## config.mk

```make
export PLATFORM = sky130hd
export DESIGN_NAME = freq_meter
export DESIGN_NICKNAME = d
export VERILOG_FILES = /design/src/rtl/freq_meter.sv
export SDC_FILE = /design/constraint.sdc
export NUM_CORES = 1
export LEC_CHECK = 0
export ABC_AREA = 0
export BUFFER_PORTS_ARGS = -buffer_cell sky130_fd_sc_hd__buf_2
export CORE_MARGIN = 8
export CORE_UTILIZATION = 25
export DETAILED_ROUTE_END_ITERATION = 8
export GPL_TIMING_DRIVEN = 0
export PLACE_DENSITY = 0.39
export SYNTH_ARGS = -nofsm -noshare
export SYNTH_HDL_FRONTEND = slang
export SYNTH_SLANG_ARGS = --single-unit
```

## constraint.sdc

```tcl
create_clock -name clk -period 2.17 [get_ports clk]
set_input_delay 0.1085 -clock clk [delete_from_list [all_inputs] [get_ports clk]]
set_output_delay 0.1085 -clock clk [all_outputs]
set_load 0.02 [all_outputs]
```

## src/rtl/freq_meter.sv

```systemverilog
// Period meter: counts clk cycles between synchronized rising edges of sig_in.
// Define FREQ_METER_AVG_EN to report the average of every four measurements instead of each one.
module freq_meter #(
    parameter int CNT_W       = 16,
    parameter int SYNC_STAGES = 2
) (
    input  logic             clk,
    input  logic             rst_n,
    input  logic             en,
    input  logic             sig_in,
    output logic [CNT_W-1:0] period,
    output logic             valid,
    output logic             ovf,
    output logic             busy
);

    typedef enum logic [1:0] {S_IDLE, S_ARM, S_MEAS} state_t;

    localparam logic [CNT_W-1:0] CNT_ZERO = '0;
    localparam logic [CNT_W-1:0] CNT_ONE  = {{(CNT_W-1){1'b0}}, 1'b1};
    // Last count that can still absorb one more cycle before the result would wrap
    localparam logic [CNT_W-1:0] CNT_LAST = {{(CNT_W-1){1'b1}}, 1'b0};

    state_t                 state_q, state_d;
    logic [SYNC_STAGES-1:0] sync_q, sync_d;
    logic                   hist_q, hist_d;
    logic [CNT_W-1:0]       cnt_q, cnt_d;
    logic [CNT_W-1:0]       period_q, period_d;
    logic                   valid_q, valid_d;
    logic                   ovf_q, ovf_d;
    logic                   sig_edge;
    logic [CNT_W-1:0]       meas;

`ifdef FREQ_METER_AVG_EN
    logic [CNT_W+1:0]       acc_q, acc_d, acc_sum;
    logic [1:0]             nsmp_q, nsmp_d;
`endif

    assign sync_d   = {sync_q[SYNC_STAGES-2:0], sig_in};
    assign hist_d   = sync_q[SYNC_STAGES-1];
    assign sig_edge = sync_q[SYNC_STAGES-1] & ~hist_q;
    assign meas     = cnt_q + CNT_ONE;
`ifdef FREQ_METER_AVG_EN
    assign acc_sum  = acc_q + {2'b00, meas};
`endif

    always_comb begin
        state_d  = state_q;
        cnt_d    = cnt_q;
        period_d = period_q;
        valid_d  = 1'b0;
        ovf_d    = ovf_q;
`ifdef FREQ_METER_AVG_EN
        acc_d    = acc_q;
        nsmp_d   = nsmp_q;
`endif
        if (!en) begin
            state_d = S_IDLE;
            cnt_d   = CNT_ZERO;
            ovf_d   = 1'b0;
`ifdef FREQ_METER_AVG_EN
            acc_d   = '0;
            nsmp_d  = '0;
`endif
        end else begin
            case (state_q)
                S_IDLE: begin
                    state_d = S_ARM;
                    cnt_d   = CNT_ZERO;
                end
                S_ARM: begin
                    cnt_d = CNT_ZERO;
                    if (sig_edge) state_d = S_MEAS;
                end
                S_MEAS: begin
                    if (sig_edge) begin
                        cnt_d = CNT_ZERO;
`ifdef FREQ_METER_AVG_EN
                        if (nsmp_q == 2'd3) begin
                            period_d = acc_sum[CNT_W+1:2];
                            valid_d  = 1'b1;
                            acc_d    = '0;
                            nsmp_d   = '0;
                        end else begin
                            acc_d  = acc_sum;
                            nsmp_d = nsmp_q + 2'd1;
                        end
`else
                        period_d = meas;
                        valid_d  = 1'b1;
`endif
                    end else if (cnt_q == CNT_LAST) begin
                        ovf_d   = 1'b1;
                        state_d = S_ARM;
                        cnt_d   = CNT_ZERO;
`ifdef FREQ_METER_AVG_EN
                        acc_d   = '0;
                        nsmp_d  = '0;
`endif
                    end else begin
                        cnt_d = meas;
                    end
                end
                default: begin
                    state_d = S_IDLE;
                    cnt_d   = CNT_ZERO;
                end
            endcase
        end
    end

    always_ff @(posedge clk or negedge rst_n) begin
        if (!rst_n) begin
            state_q  <= S_IDLE;
            sync_q   <= '0;
            hist_q   <= 1'b0;
            cnt_q    <= '0;
            period_q <= '0;
            valid_q  <= 1'b0;
            ovf_q    <= 1'b0;
`ifdef FREQ_METER_AVG_EN
            acc_q    <= '0;
            nsmp_q   <= '0;
`endif
        end else begin
            state_q  <= state_d;
            sync_q   <= sync_d;
            hist_q   <= hist_d;
            cnt_q    <= cnt_d;
            period_q <= period_d;
            valid_q  <= valid_d;
            ovf_q    <= ovf_d;
`ifdef FREQ_METER_AVG_EN
            acc_q    <= acc_d;
            nsmp_q   <= nsmp_d;
`endif
        end
    end

    assign period = period_q;
    assign valid  = valid_q;
    assign ovf    = ovf_q;
    assign busy   = (state_q != S_IDLE);

endmodule

```

==> summary.txt <==
Pwr
  • Switch share: between 20% and 30%
  • Lkg Pwr: ~0.9 nW
  • Clock share of power: between 40% and 50%
  • Gate power share: 3.9%
  • Overall power: approximately 1.3 mW
  • Cell Pwr Density: 678 nW/um^2
  • Sequential power share: approximately 56%
  • Int Power: 1.04 mW
  • Peak VDD IR: 0.000203 V
  • NetSw: approximately 0.29 mW

STA
  • Slew Limit Fails: 0
  • Final hold vios: 0
  • Highest clock rate: about 580 MHz
  • Worst hold margin: 0.0793 ns
  • Setup TNS: 0 ns
  • Least-Margin Pin Slew: 0.893 ns
  • RSZ-0062 raised after global routing: no
  • Final setup violation count: 0
  • Crit path time final: 1.74 ns
  • Fin crit share: approximately 80%
  • Max-slew headroom: about two fifths
  • Clk_skew: approximately 0.0027 ns

Critical path
  • Worst path arrival time: ~2.0 ns
  • Worst path slowest cell: dfrtp_1
  • Slowest stage delay, CP: about 0.44 ns
  • Max Fanout on Critical Path: 10
  • CP Class: flip-flop to flip-flop
  • Nature of the critical path startpoint: flip-flop
  • CP Capture Type: flip-flop
  • Critical-path cell list: inv_1 -> ha_1 -> nand4_1 -> nor4_4 -> or3_1 -> buf_6 -> buf_8 -> nor2_1
  • CP required: between 2 and 2.5 ns

Yosys
  • Top cell type by total area after synthesis: dfrtp_1
  • Yosys top cell area share: about three fifths
  • Sequential share of the synthesized area: 59.6%
  • Synth area leaders: dfrtp_1 60%, xnor2_1 6.4%, nand2_1 4.8%
  • Most instantiated cells after synthesis: 39 x dfrtp_1, 21 x nand2_1, 18 x nor2_1
  • Top_reg_cell synth: dfrtp_1
  • Yosys cell types: 30
  • Post-synth ARST share: between 90% and 100%
  • Yosys warning count: 0
  • #FFs+latches synth: 39
  • Post-synthesis net count: 159
  • Synth Area per Inst: around 11 um^2
  • Mapped Area: around 1600 um^2
  • Post-synth EDFFs: 0
  • Cells after Synth: 153
  • Count leader, synth: dfrtp_1

Cells and area
  • Syn-to-layout area delta: 20.0%
  • Proportion of layout cells with a drive suffix above 1: roughly a fifth
  • Ant. Diodes: 0
  • Fillers: between 600 and 700
  • Final core utilization: 30.9%
  • Fin nets: 190

GRT
  • First-pass GRT wire length: 6100 um
  • Vias in the first global route: about 1200
  • Global Route Usage Sum: 7.97%
  • GRT overflow: 0
  • Largest net degree at the start of global routing: 40
  • Initial antenna violation count: 0

Clocking
  • Clock slew at reported path FFs: around 0.07 ns
  • Max clock buf depth: 2
  • CTS buffer count: 5
  • Root Driver: clkbuf_8
  • CTS tree: done
  • Post-CTS setup buffers: 0
  • Skew-Pair Late Insertion Delay: 0.29 ns
  • Htree depth: 2
  • Sink Count: 39

Floorplanning
  • Chip height: 96.9 um
  • DIE WIDTH: between 90 and 100 um
  • Core area: about 6300 um^2
  • Ports: 23
  • FP Rows: 29
  • Starting density of the core: around a quarter
  • Die area: ~9400 um^2

Flow run
  • Number of max-cap violations: 0

Drt
  • Antenna-violating nets left: 0
  • Post-Route WL: 3610 um
  • DRC Markers: 0
  • Wire per inst: ~14 um
  • Initial detailed-routing violation count: 32
  • Drt via density: 4.47
  • Vias post-DR: roughly 1200
  • Iteration count of the initial detailed-routing pass: 4

Place
  • Buffers on Ports: 22
  • GP Congestion: 0.791
  • Final HPWL DP: ~2600 um

Worst hold path
  • Hold Path Class: primary input to flip-flop

Status
  • Outcome: finished clean
## worst max-delay path: cells and delay by family, from the launching register on
| family | cells | cell delay [ns] |
|---|---|---|
| buf+inv | 3 | 0.36 |
| simple gates | 4 | 0.69 |
| flops | 1 | 0.44 |
| fa+ha+maj | 1 | 0.20 |
## worst paths after layout
| kind | startpoint | end | slack (ns) | cells after the start |
|---|---|---|---|---|
| max in group asynchronous | rst_n | period[10] | 1.13 | 2 |
| worst max-delay path | cnt_q[0] | cnt_q[14] | 0.43 | 8 |
| worst max register to register | cnt_q[0] | cnt_q[14] | 0.43 | 8 |
| min in group asynchronous | rst_n | period[0] | 0.49 | 2 |
| worst min register to register | sync_q[0] | sync_q[1] | 0.35 | 0 |
| worst min-delay path | en | ovf | 0.08 | 3 |
## cell families (layout without fill, tap and decap cells)
| logic type | Yosys count | after routing | share of synthesized area, % |
|---|---|---|---|
| DFF | 39 | 39 | 59.6 |
| buffers and inverters | 12 | 44 | 3.90 |
| and+or+nand+nor | 66 | 66 | 20.9 |
| AOI/OAI and AO/OA | 20 | 20 | 6.57 |
| xor gates and xnor gates | 14 | 14 | 7.49 |
| adders and majority gates | 2 | 2 | 1.53 |
## power groups by stage
stage / Combinational (mW) / Sequential, mW / Clock (mW)
final: 0.0516 / 0.741 / 0.537
after global placement: 0.0497 / 0.755 / 0
after CTS: 0.0540 / 0.741 / 0.559
after floorplan: 0.0172 / 0.760 / 0
after detailed placement: 0.0511 / 0.756 / 0
after global routing: 0.0599 / 0.742 / 0.587
## per-layer routing
layer	routed length, um	part of all wire, %	track usage (%)
met1	1630	45	9.17
met2	1740	48	12.9
met3	168	4.7	3.20
met4	63	1.7	3.08
met5	0	0	0
## flip-flops by register name, indices dropped and copies added (netlist names)
name     count
cnt_q       16
hist_q       1
ovf          1
period      16
state_q      2
sync_q       2
valid        1
## stage by stage
stage          setup slack, ns  area [um^2]  instances
2_1_floorplan            0.593         1640        153
3_3_place_gp             0.449         1840        252
3_5_place_dp             0.458         1840        252
4_1_cts                  0.432         1960        262
5_1_grt                  0.291         1960        262
6_report                 0.433         1960        262
## cells in the final DEF, fill, tap and decap left out, drive strengths merged
cell type and count:
and2 1, inv 6, buf 24, xor2 2, a21oi 1, xnor2 12
o21ai 17, ha 2, nor2 18, or3 1, nor3 3, nand2 21
nand3b 1, nand4 4, nand3 5, and3 1, nor4 6, dlygate4sd3 2
nand2b 2, o32ai 1, clkbuf 12, dfrtp 39, or2 2, nor2b 1
a31o 1
## final cells by class
| type | count | area (um^2) | area share [%] |
|---|---|---|---|
| clock buffers | 8 | 100 | 5.10 |
| multi-input cells | 102 | 597 | 30.4 |
| inverters | 6 | 22.5 | 1.15 |
| repair buffers | 24 | 130 | 6.63 |
| flip-flops and latches | 39 | 976 | 49.7 |
| plain buffers | 6 | 41.3 | 2.10 |
| well taps | 77 | 96.3 | 4.91 |
## repair_timing
action | CTS | global route
hold buffers | 2 | 0
resized for setup | 0 | 0
hold endpoints to repair | 40 | 0
Power figures use the tool's default switching activity.
